==> config.mk <==
export PLATFORM = sky130hd
export DESIGN_NAME = presc
export DESIGN_NICKNAME = d
export VERILOG_FILES = /design/src/rtl/presc.sv
export SDC_FILE = /design/constraint.sdc
export NUM_CORES = 1
export LEC_CHECK = 0
export BUFFER_PORTS_ARGS = -buffer_cell sky130_fd_sc_hd__buf_2
export CAP_MARGIN = 40
export CORE_AREA = 2 2 39 41
export CTS_CLUSTER_SIZE = 12
export DETAILED_ROUTE_END_ITERATION = 12
export DIE_AREA = 0 0 41 43
export PLACE_DENSITY_LB_ADDON = 0.12
export SLEW_MARGIN = 15
export SYNTH_ARGS = -nofsm -noshare
export SYNTH_HDL_FRONTEND = slang
export SYNTH_SLANG_ARGS = --single-unit
==> constraint.sdc <==
create_clock -name clk_in_p -period 1.7 [get_ports clk_in_p]
set_clock_uncertainty 0.2 [all_clocks]
set_input_delay 0 -clock clk_in_p [delete_from_list [all_inputs] [get_ports clk_in_p]]
set_output_delay 0 -clock clk_in_p [all_outputs]
set_load 0.01 [all_outputs]
==> src/rtl/presc.sv <==
`timescale 1ns/1ps
// presc: fixed-ratio even clock divider with a 50% duty, flop-driven output.
// The half-period counter wraps on an explicit compare, so oversizing CNT_W_P never changes the ratio.
module presc #(
  parameter int DIV_P   = 16,
  parameter int CNT_W_P = ((DIV_P / 2) > 1) ? $clog2(DIV_P / 2) : 1
) (
  input  logic clk_in_p,
  input  logic rst_n_p,
  output logic clk_out_p
);
  localparam int HALF = DIV_P / 2;
  localparam logic [CNT_W_P-1:0] LAST = CNT_W_P'(HALF - 1);

  if ((DIV_P < 2) || ((DIV_P % 2) != 0)) begin : g_bad_div
    $fatal(1, "presc: DIV_P=%0d must be an even integer >= 2", DIV_P);
  end

  logic [CNT_W_P-1:0] cnt_q, cnt_d;
  logic               clk_q, clk_d;
  logic               wrap;

  assign wrap = (cnt_q == LAST);

  always_comb begin
    cnt_d = wrap ? '0 : cnt_q + CNT_W_P'(1);
    clk_d = wrap ? ~clk_q : clk_q;
  end

  always_ff @(posedge clk_in_p or negedge rst_n_p) begin
    if (!rst_n_p) begin
      cnt_q <= '0;
      clk_q <= 1'b0;
    end else begin
      cnt_q <= cnt_d;
      clk_q <= clk_d;
    end
  end

  assign clk_out_p = clk_q;
endmodule

# Yosys cells after proc, flatten, opt, wreduce, memory -nomap -nowiden
# Cells that the tools add are included.
# Widths: inputs -> output; s select.
[op_classes]
n_addsub = 1
n_mul = 0
div_mod_pow = 0
order_cmp = 0
n_eq_ne = 1
n_shift = 0
mux = 1
bitwise_logic = 1
reduce_logical = 0
[ops]
columns = ["operator", "n"]
rows = [
  ["$add 3x1->3 const B", 1],
  ["$eq 3x3->1 const B", 1],
  ["$mux 3", 1],
  ["$not 1->1", 1],
]
[word_totals]
regBits = 4
latch_bits = 0
ramBits = 0
rom_bits = 0
in_bits = 2
out_inout_bits = 1
elab_cells = 6
n_memories = 0

# Longest topological paths before layout
# Gate-level depths: netlist (run 1).
[logic_depth]
depth_word = 2
ltp_mapped = 3
depth_no_buf = 3

# Worst setup path before layout (run 1)
# Ideal clock, no wire load.
[synth_timing]
path_kind = "flip-flop to flip-flop"
start = "register cnt_q[0]"
end = "register clk_q (netlist: clk_out_p)"
setup_ps = 125
arrival_ps = 870
required_ps = 1375
slack_ps = 505
path_stages_with_launch = 4
path_buffers = 0
period_less_slack_ps = 1195
cell_sequence = "dfrtp_1 ha_1 ha_1 xor2_1"
[synth_via]
elab_chain_cells = 1
[synth_rtl]
columns = ["element", "line", "rtl"]
rows = [
  ["from (decl)", "19", "logic [CNT_W_P-1:0] cnt_q, cnt_d;"],
  ["from (signal assigned)", "35", "cnt_q <= cnt_d;"],
  ["$eq 3x3->1", "23", "assign wrap = (cnt_q == LAST);"],
  ["to (signal assigned)", "36", "clk_q <= clk_d;"],
  ["to (decl)", "20", "logic clk_q, clk_d;"],
]
# No other way between the ends.
# A chain may end at the register's enable or synchronous reset.

# Worst setup path in the final report (run 1)
# Same ends and word-level chain as after synthesis.

==> results of run 1 <==
[area by class of cell]
type / count / area, µm² / area share (%)
multi-input combinational: 4 / 37.5 / 17.9
timing repair buffer: 4 / 30.0 / 14.3
sequential: 4 / 100 / 47.6
tap: 16 / 20.0 / 9.52
clock buffer: 3 / 22.5 / 10.7
[per-layer routing]
metal / track usage, % / vias to the layer above / wire length [µm]
li1: - / 41 / -
met1: 3.24 / 40 / 113
met2: 2.50 / 5 / 69
met3: 9.42 / 0 / 32
met4: 2.00 / 0 / 0
met5: 0 / - / 0
[registers in the layout, indices dropped and copies added, names as in the netlist]
register and count:
clk_out_p 1, cnt_q 3
[repair_timing]
action / CTS / global route
hold buffers: 2 / 0
setup endpoints to repair: 0 / 0
endpoints found under the hold margin: 4 / 0
[final timing paths]
check                                    from                    end  slack, ns
setup / recovery           cnt_q[0]$_DFF_PN0_  clk_out_p$_DFFE_PN0N_       0.47
hold / removal             cnt_q[0]$_DFF_PN0_     cnt_q[0]$_DFF_PN0_       0.23
setup reg to reg           cnt_q[0]$_DFF_PN0_  clk_out_p$_DFFE_PN0N_       0.47
hold reg to reg            cnt_q[0]$_DFF_PN0_     cnt_q[0]$_DFF_PN0_       0.23
max in group asynchronous             rst_n_p     cnt_q[1]$_DFF_PN0_       0.66
min in group asynchronous             rst_n_p  clk_out_p$_DFFE_PN0N_       0.46
[through the flow]
step	setup slack, ns	instances	instance area, µm²	hold slack (ns)
floorplan	0.505	8	138	-0.496
global placement	0.465	26	168	-0.390
detailed placement	0.465	26	168	-0.388
CTS	0.465	31	210	0.228
global route	0.425	31	210	0.250
finish	0.472	31	210	0.226
[cell families (layout without fill, tap and decap cells)]
family                     count (synthesis)  count (layout)  share of synthesized area [%]
adders and majority gates                  2               2                           18.2
and+or+nand+nor                            1               1                           2.72
DFF                                        4               4                           72.7
buffers and inverters                      0               7                              0
xor gates and xnor gates                   1               1                           6.36
[synthesized netlist by cell type, drive strengths merged]
cell,instances
nor2,1
dfrtp,4
ha,2
xor2,1
[worst max-delay path, stage by stage, from the launching register on]
cell	delay (ns)
dfrtp_1	0.37
ha_1	0.20
ha_1	0.21
xor2_1	0.14
[where the power goes]
group          total, mW  switching [mW]  leakage [nW]  internal (mW)
clock network      0.116          0.0368        0.0138         0.0788
registers         0.0958               0        0.0518         0.0958
logic            0.00613         0.00229        0.0483        0.00384
==> impl_metrics.env, run 1 <==
export IMPL_status="completed"
export IMPL_cap_violations=0
export IMPL_first_pass_iters=1
export IMPL_ys_ff_latch=4
export IMPL_cp_max_fo=2
export IMPL_dieWidth_um=41
export IMPL_rsz0062_at_grt="no"
export IMPL_synth_top_area_share_pct=72.7
export IMPL_grt_pass1_wl_um=317
export IMPL_ant_nets=0
export IMPL_setup_tns_ns=0
export IMPL_ctsResizeCount=0
export IMPL_period_share_pct=72.2
export IMPL_cts_tree="done"
export IMPL_drt_iter0_drc=0
export IMPL_synthesis_instances=8
export IMPL_fill_cells=157
export IMPL_final_cell_mix="4 x dfrtp_1, 3 x clkbuf_4, 2 x ha_1, 2 x dlygate4sd3_1, 2 x buf_2"
export IMPL_fmax_mhz=815
export IMPL_syn_area_um2=138
export IMPL_root_buffer="clkbuf_4"
export IMPL_drt_wirelength_per_cell_um=6.94
export IMPL_grt_ovfl_total=0
export IMPL_core_area_um2=1380
export IMPL_synth_top_cell_by_area="dfrtp_1"
export IMPL_worstSetupStartpointType="register"
export IMPL_cts_sinks=4
export IMPL_cts_clk_slew_worst_paths_ns=0.04
export IMPL_io_buffers=2
export IMPL_clk_latency_ns=0.23
export IMPL_area_growth_pct=52.7
export IMPL_gp_congestion=0.535
export IMPL_power_density_nw_per_um2=1030
export IMPL_vias=86
export IMPL_drv_slew=0
export IMPL_cts_buffers=3
export IMPL_layout_commonest_cell="dfrtp_1"
export IMPL_max_slew_margin_pct=86.5
export IMPL_antenna_found_initial=0
export IMPL_synth_net_count=12
export IMPL_die_y_um=43
export IMPL_yosysWarnings=0
export IMPL_peakVddDrop_uv=264
export IMPL_grt_total_usage_pct=3.92
export IMPL_p_total_uw=217
export IMPL_fin_crit_ns=1.23
export IMPL_min_delay_path_class="reg2reg"
export IMPL_n_antenna_cell=0
export IMPL_netlist_cell_type_count=4
export IMPL_tightestPinTransition_ns=0.201
export IMPL_grt_start_max_net_pins=5
export IMPL_setup_violations=0
export IMPL_cts_max_path_buffers=2
export IMPL_utilization_pct=15.2
export IMPL_post_cts_buffers=0
export IMPL_drcViolationCount=0
export IMPL_reg2reg_depth=3
export IMPL_synth_seq_area_share_pct=72.7
export IMPL_critPathKind="reg2reg"
export IMPL_hold_depth=1
export IMPL_cts_max_level=1
export IMPL_synth_area_top_cells="dfrtp_1 73%, ha_1 18%, xor2_1 6.4%"
export IMPL_drive_gt1_share_pct=33.3
export IMPL_leakagePower_nw=0.114
export IMPL_viasPerCell=2.77
export IMPL_grt_pass1_vias=87
export IMPL_fp_row_count=14
export IMPL_hold_violations=0
export IMPL_crit_path_end_kind="register"
export IMPL_cp_data_arrival_time_ns=1.14
export IMPL_nets=21
export IMPL_finalWirelength_um=215
export IMPL_worst_ep_required_time_ns=1.62
export IMPL_initial_core_util_pct=9.95
export IMPL_fp_dieArea_um2=1760
export IMPL_io_pins=3
export IMPL_syn_avg_cell_area_um2=17.2
No activity file was read; power rests on OpenSTA's default activity.
==> inputs of run 2 (changes only) <==
Settings changed: ABC_AREA set to 1.
Clock period 1.7 ns to 1.2 ns, I/O delays scaled along.
==> run 2 against run 1 <==
  * Synthesized cell count up 50%
  * Worst setup slack worse by 0.43 ns
  * Register-to-register slack worse by 0.43 ns
  * Global-route usage increased by 0.21 points
  * Via count up 17%
==> impl_metrics.env, run 2 <==
export IMPL_swShare_pct=17.1
export IMPL_ant_nets=0
export IMPL_root_buffer="clkbuf_4"
export IMPL_layout_commonest_cell="dfrtp_1"
export IMPL_drcViolationCount=0
export IMPL_cpMaxStageDelayCell="dfrtp_1"
export IMPL_io_buffers=2
export IMPL_synth_edf_count=0
export IMPL_fin_hold_ws_ns=0.229
export IMPL_finalInstanceArea_um2=235
export IMPL_multiInputGateArea_um2=55.1
export IMPL_p_comb_share_pct=2.8
export IMPL_dieWidth_um=41
export IMPL_hold_violations=0
export IMPL_core_area_um2=1380
export IMPL_syn_area_um2=148
export IMPL_clockPowerShare_pct=52.6
export IMPL_rsz0062_at_grt="no"
export IMPL_worstSetupStartpointType="register"
export IMPL_cts_clk_slew_worst_paths_ns=0.04
export IMPL_yosysWarnings=0
export IMPL_cts_sinks=4
export IMPL_synth_area_top_cells="dfrtp_1 68%, ha_1 17%, nand2_1 7.6%"
export IMPL_final_cell_mix="4 x dfrtp_1, 3 x nand2_1, 3 x clkbuf_4"
export IMPL_min_to="cnt_q[0]$_DFF_PN0_"
export IMPL_cp_max_fo=3
export IMPL_leakagePower_nw=0.109
export IMPL_worst_ep_required_time_ns=1.12
export IMPL_grt_pass1_wl_um=338
export IMPL_netlist_cell_type_count=5
export IMPL_cts_tree="done"
export IMPL_drive_gt1_share_pct=36.8
export IMPL_peakVddDrop_uv=471
export IMPL_timing_rr_end="clk_out_p$_DFFE_PN0N_"
export IMPL_cap_violations=0
export IMPL_tightestPinTransition_ns=0.196
export IMPL_fp_row_count=14
export IMPL_p_int_uw=253
export IMPL_utilization_pct=17.0
export IMPL_ys_ff_latch=4
export IMPL_first_pass_iters=2
export IMPL_reg2reg_depth=4
export IMPL_path_cells="ha_2 -> ha_4 -> nand2_1 -> nand2_1"
export IMPL_largest_register_ffs=3
export IMPL_area_growth_pct=59.3
export IMPL_synthArstFlopShare_pct=100
export IMPL_period_share_pct=96.1
export IMPL_io_pins=3
export IMPL_setup_violations=0
export IMPL_die_y_um=43
export IMPL_crit_path_end_kind="register"
export IMPL_synth_net_count=16
export IMPL_synth_top_cell_by_area="dfrtp_1"
export IMPL_synthFlopType="dfrtp_1"
export IMPL_synthTopCellsByCount="4 x dfrtp_1, 3 x nand2_1, 2 x ha_1, 2 x inv_1, 1 x nor2_1"
export IMPL_fin_cells=35
export IMPL_synth_top_area_share_pct=67.8
export IMPL_fill_cells=153
export IMPL_fin_crit_ns=1.15
export IMPL_antenna_found_initial=0
export IMPL_cpPeakStageDelay_ns=0.37
export IMPL_grt_start_max_net_pins=5
export IMPL_drt_wirelength_per_cell_um=7.03
export IMPL_pre_cts_ws_ns=-0.0213
export IMPL_initial_core_util_pct=10.7
export IMPL_placed_cell_area_um2=178
export IMPL_status="completed"
export IMPL_min_delay_path_class="reg2reg"
export IMPL_reg2reg_from="cnt_q[0]$_DFF_PN0_"
export IMPL_reg2reg_slack_ns=0.05
export IMPL_grt_pass1_vias=84
export IMPL_p_sw_uw=52.2
export IMPL_finalWorstSetupSlack_ns=0.0463
export IMPL_cts_max_path_buffers=2
export IMPL_regArea_um2=100
export IMPL_critPathKind="reg2reg"
export IMPL_synthesis_instances=12
export IMPL_syn_avg_cell_area_um2=12.3
export IMPL_grt_ovfl_total=0
export IMPL_viasPerCell=2.89
export IMPL_p_seq_share_pct=44.5
export IMPL_cts_buffers=3
export IMPL_crit_top_cell="nand2_1"
export IMPL_hold_depth=1
export IMPL_power_density_nw_per_um2=1300
export IMPL_fmax_mhz=867
export IMPL_cts_max_level=1
export IMPL_grt_total_usage_pct=4.13
export IMPL_nets=25
export IMPL_dp_cells=30
export IMPL_synth_seq_area_share_pct=67.8
export IMPL_finalWirelength_um=246
export IMPL_cp_data_arrival_time_ns=1.07
export IMPL_gp_congestion=0.598
export IMPL_max_slew_margin_pct=86.9
export IMPL_fp_dieArea_um2=1760
export IMPL_synth_most_common_cell="dfrtp_1"
export IMPL_hp_start="cnt_q[0]$_DFF_PN0_"
export IMPL_regMostFlops="cnt_q"
export IMPL_clk_latency_ns=0.23
export IMPL_vias=101
export IMPL_drv_slew=0
export IMPL_n_antenna_cell=0
export IMPL_drt_iter0_drc=2
## run 2: routing by layer
| layer | up-vias | wire length (µm) | share of wire, % | GRT usage [%] |
|---|---|---|---|---|
| li1 | 51 | - | - | - |
| met4 | 0 | 0 | 0 | 8.00 |
| met1 | 46 | 118 | 48 | 4.23 |
| met2 | 4 | 107 | 43 | 2.19 |
| met3 | 0 | 20 | 8.1 | 4.71 |
| met5 | - | 0 | 0 | 0 |
## run 2: layout make-up
cell class              instances  share of cell area [%]
inverters                       2                    3.19
repair buffers                  4                    12.8
clock buffers                   3                    9.57
flip-flops and latches          4                    42.6
well taps                      16                    8.51
multi-input cells               6                    23.4
## run 2: power groups by stage
stage | logic (mW) | clock network (mW) | registers [mW]
2_1_floorplan | 0.0000000296 | 0 | 0.137
3_3_place_gp | 0.00382 | 0 | 0.137
3_5_place_dp | 0.00403 | 0 | 0.137
4_1_cts | 0.00897 | 0.172 | 0.136
5_1_grt | 0.00953 | 0.182 | 0.135
6_report | 0.00864 | 0.160 | 0.136
## run 2: logic make-up after synthesis
group / count (synthesis) / share of synthesized area [%]
buffers and inverters: 2 / 5.09
adders and majority gates: 2 / 16.9
DFF: 4 / 67.8
and+or+nand+nor: 4 / 10.2
## run 2: through the flow
| stage | setup TNS, ns | power, mW |
|---|---|---|
| after CTS | 0 | 0.317 |
| final | 0 | 0.305 |
| after global routing | 0 | 0.327 |
| after global placement | -0.0131 | 0.141 |
| after detailed placement | -0.0213 | 0.141 |
| after floorplan | 0 | 0.137 |
## run 2: worst max-delay path: cells and delay by family (launching register included)
family	cells	cell delay (ns)
fa+ha+maj	2	0.36
flops	1	0.37
simple gates	2	0.11
## run 2: how the worst max path moves through the flow
stage,from,endpoint
CTS,cnt_q[0]$_DFF_PN0_,clk_out_p$_DFFE_PN0N_
finish,cnt_q[0]$_DFF_PN0_,clk_out_p$_DFFE_PN0N_
floorplan,cnt_q[0]$_DFF_PN0_,clk_out_p$_DFFE_PN0N_
global placement,cnt_q[0]$_DFF_PN0_,clk_out_p$_DFFE_PN0N_
global route,cnt_q[0]$_DFF_PN0_,clk_out_p$_DFFE_PN0N_
detailed placement,cnt_q[0]$_DFF_PN0_,clk_out_p$_DFFE_PN0N_
## run 2: timing repair
item	4_1_cts	5_1_grt
hold buffers	2	0
hold endpoints to repair	4	0
resized for setup	1	2
setup buffers	0	0
endpoints found under the setup margin	1	1
==> inputs of run 3 (changes only) <==
Settings changed: ABC_AREA 1 to not set, CTS_CLUSTER_SIZE 12 to not set.
==> run 3 against run 2 <==
  * Sequential power about the same
  * Via count decreased by 25%
  * Clock power is essentially flat
  * Maximum frequency decreased by 0.52%
  * Sequential cell count unchanged
  * Die area stayed put
  * Critical path type unchanged
  * Highest routed layer unchanged
==> impl_metrics.env, run 3 (synthesized netlist as in run 1, its figures left out) <==
export IMPL_status="completed"
export IMPL_swShare_pct=17.7
export IMPL_fin_crit_ns=1.16
export IMPL_power_density_nw_per_um2=1430
export IMPL_io_pins=3
export IMPL_worstSetupStartpointType="register"
export IMPL_cp_max_fo=2
export IMPL_cts_buffers=3
export IMPL_met2_length_um=43
export IMPL_antenna_found_initial=0
export IMPL_drt_iter0_drc=1
export IMPL_grt_pass1_wl_um=310
export IMPL_p_int_uw=253
export IMPL_wl_met3_um=42
export IMPL_root_buffer="clkbuf_4"
export IMPL_fin_hold_ws_ns=0.226
export IMPL_hold_violations=0
export IMPL_clk_latency_ns=0.23
export IMPL_worst_ep_required_time_ns=1.12
export IMPL_crit_top_cell="ha_2"
export IMPL_finalWirelength_um=189
export IMPL_fp_row_count=14
export IMPL_layout_commonest_cell="dfrtp_1"
export IMPL_setup_violations=0
export IMPL_grt_pass1_vias=75
export IMPL_grt_total_usage_pct=3.43
export IMPL_largest_register_ffs=3
export IMPL_first_pass_iters=4
export IMPL_die_y_um=43
export IMPL_p_comb_share_pct=2.8
export IMPL_dp_cells=26
export IMPL_clockPowerShare_pct=53.0
export IMPL_critPathKind="reg2reg"
export IMPL_drt_wirelength_per_cell_um=6.10
export IMPL_nets=21
export IMPL_area_growth_pct=56.4
export IMPL_vias=76
export IMPL_min_delay_path_class="reg2reg"
export IMPL_leakagePower_nw=0.110
export IMPL_highest_layer="met3"
export IMPL_cp_data_arrival_time_ns=1.08
export IMPL_cts_sinks=4
export IMPL_gp_congestion=0.552
export IMPL_dieWidth_um=41
export IMPL_max_slew_margin_pct=86.9
export IMPL_n_antenna_cell=0
export IMPL_peakVddDrop_uv=548
export IMPL_cts_tree="done"
export IMPL_grt_ovfl_total=0
export IMPL_initial_core_util_pct=9.95
export IMPL_drt_met1_wl_um=104
export IMPL_path_cells="ha_2 -> ha_2 -> xor2_1"
export IMPL_viasPerCell=2.45
export IMPL_fmax_mhz=862
export IMPL_fp_dieArea_um2=1760
export IMPL_period_share_pct=96.6
export IMPL_cts_max_path_buffers=2
export IMPL_crit_path_end_kind="register"
export IMPL_tightestPinTransition_ns=0.196
export IMPL_p_sw_uw=54.2
export IMPL_drive_gt1_share_pct=46.7
export IMPL_rsz0062_at_grt="no"
export IMPL_drcViolationCount=0
export IMPL_io_buffers=2
export IMPL_regMostFlops="cnt_q"
export IMPL_cpPeakStageDelay_ns=0.37
export IMPL_cts_max_level=1
export IMPL_post_cts_buffers=0
export IMPL_final_cell_mix="4 x dfrtp_1, 3 x clkbuf_4, 2 x ha_2, 2 x dlygate4sd3_1, 2 x buf_2"
export IMPL_cap_violations=0
export IMPL_reg2reg_slack_ns=0.04
export IMPL_core_area_um2=1380
export IMPL_grt_start_max_net_pins=5
export IMPL_p_seq_share_pct=44.2
export IMPL_drv_slew=0
export IMPL_fin_cells=31
export IMPL_ant_nets=0
export IMPL_cpMaxStageDelayCell="dfrtp_1"
export IMPL_cts_clk_slew_worst_paths_ns=0.04
[run 3: final cells by class]
class	count	area [µm²]
repair buffers	4	30.0
clock buffers	3	22.5
flip-flops and latches	4	100
well taps	16	20.0
fillers	151	1170
multi-input cells	4	42.5
[run 3: repair_timing]
item / CTS / global route
gates resized for setup: 1 / 1
hold buffers: 2 / 0
pin swaps: 0 / 1
endpoints found under the setup margin: 1 / 1
endpoints found under the hold margin: 4 / 0
[run 3: metrics by stage]
stage	power, mW	TNS [ns]	util (%)	worst slack (ns)	cell area, µm²
6_report	0.307	0	15.6	0.0403	215
5_1_grt	0.333	0	15.6	0.00157	215
3_5_place_dp	0.141	-0.0249	12.1	-0.0249	168
4_1_cts	0.315	0	15.4	0.000580	213
3_3_place_gp	0.141	-0.0359	12.1	-0.0359	168
2_1_floorplan	0.137	0	-	0.00492	138
[run 3: power by group through the flow]
stage          sequential (mW)  clock (mW)  combinational (mW)
2_1_floorplan            0.137           0        0.0000000304
3_3_place_gp             0.137           0             0.00383
3_5_place_dp             0.137           0             0.00391
4_1_cts                  0.136       0.170             0.00889
5_1_grt                  0.135       0.188             0.00960
6_report                 0.136       0.163             0.00859
[run 3: metal layers]
layer | track usage [%] | vias to the layer above
li1 | - | 40
met1 | 4.58 | 31
met2 | 1.56 | 5
met3 | 4.71 | 0
met4 | 4.00 | 0
met5 | 0 | -
[run 3: worst max-delay path: cells and delay by family, from the launching register on]
family | cells | cell delay (ns)
flip-flops | 1 | 0.37
adder cells (fa/ha/maj) | 2 | 0.34
XOR/XNOR | 1 | 0.13
[run 3: final timing paths]
path / from / end / depth (start not counted)
worst max register to register: cnt_q[0]$_DFF_PN0_ / clk_out_p$_DFFE_PN0N_ / 3
min in group asynchronous: rst_n_p / clk_out_p$_DFFE_PN0N_ / 3
max in group asynchronous: rst_n_p / cnt_q[1]$_DFF_PN0_ / 3
worst min-delay path: cnt_q[0]$_DFF_PN0_ / cnt_q[0]$_DFF_PN0_ / 1
worst min register to register: cnt_q[0]$_DFF_PN0_ / cnt_q[0]$_DFF_PN0_ / 1
worst max-delay path: cnt_q[0]$_DFF_PN0_ / clk_out_p$_DFFE_PN0N_ / 3
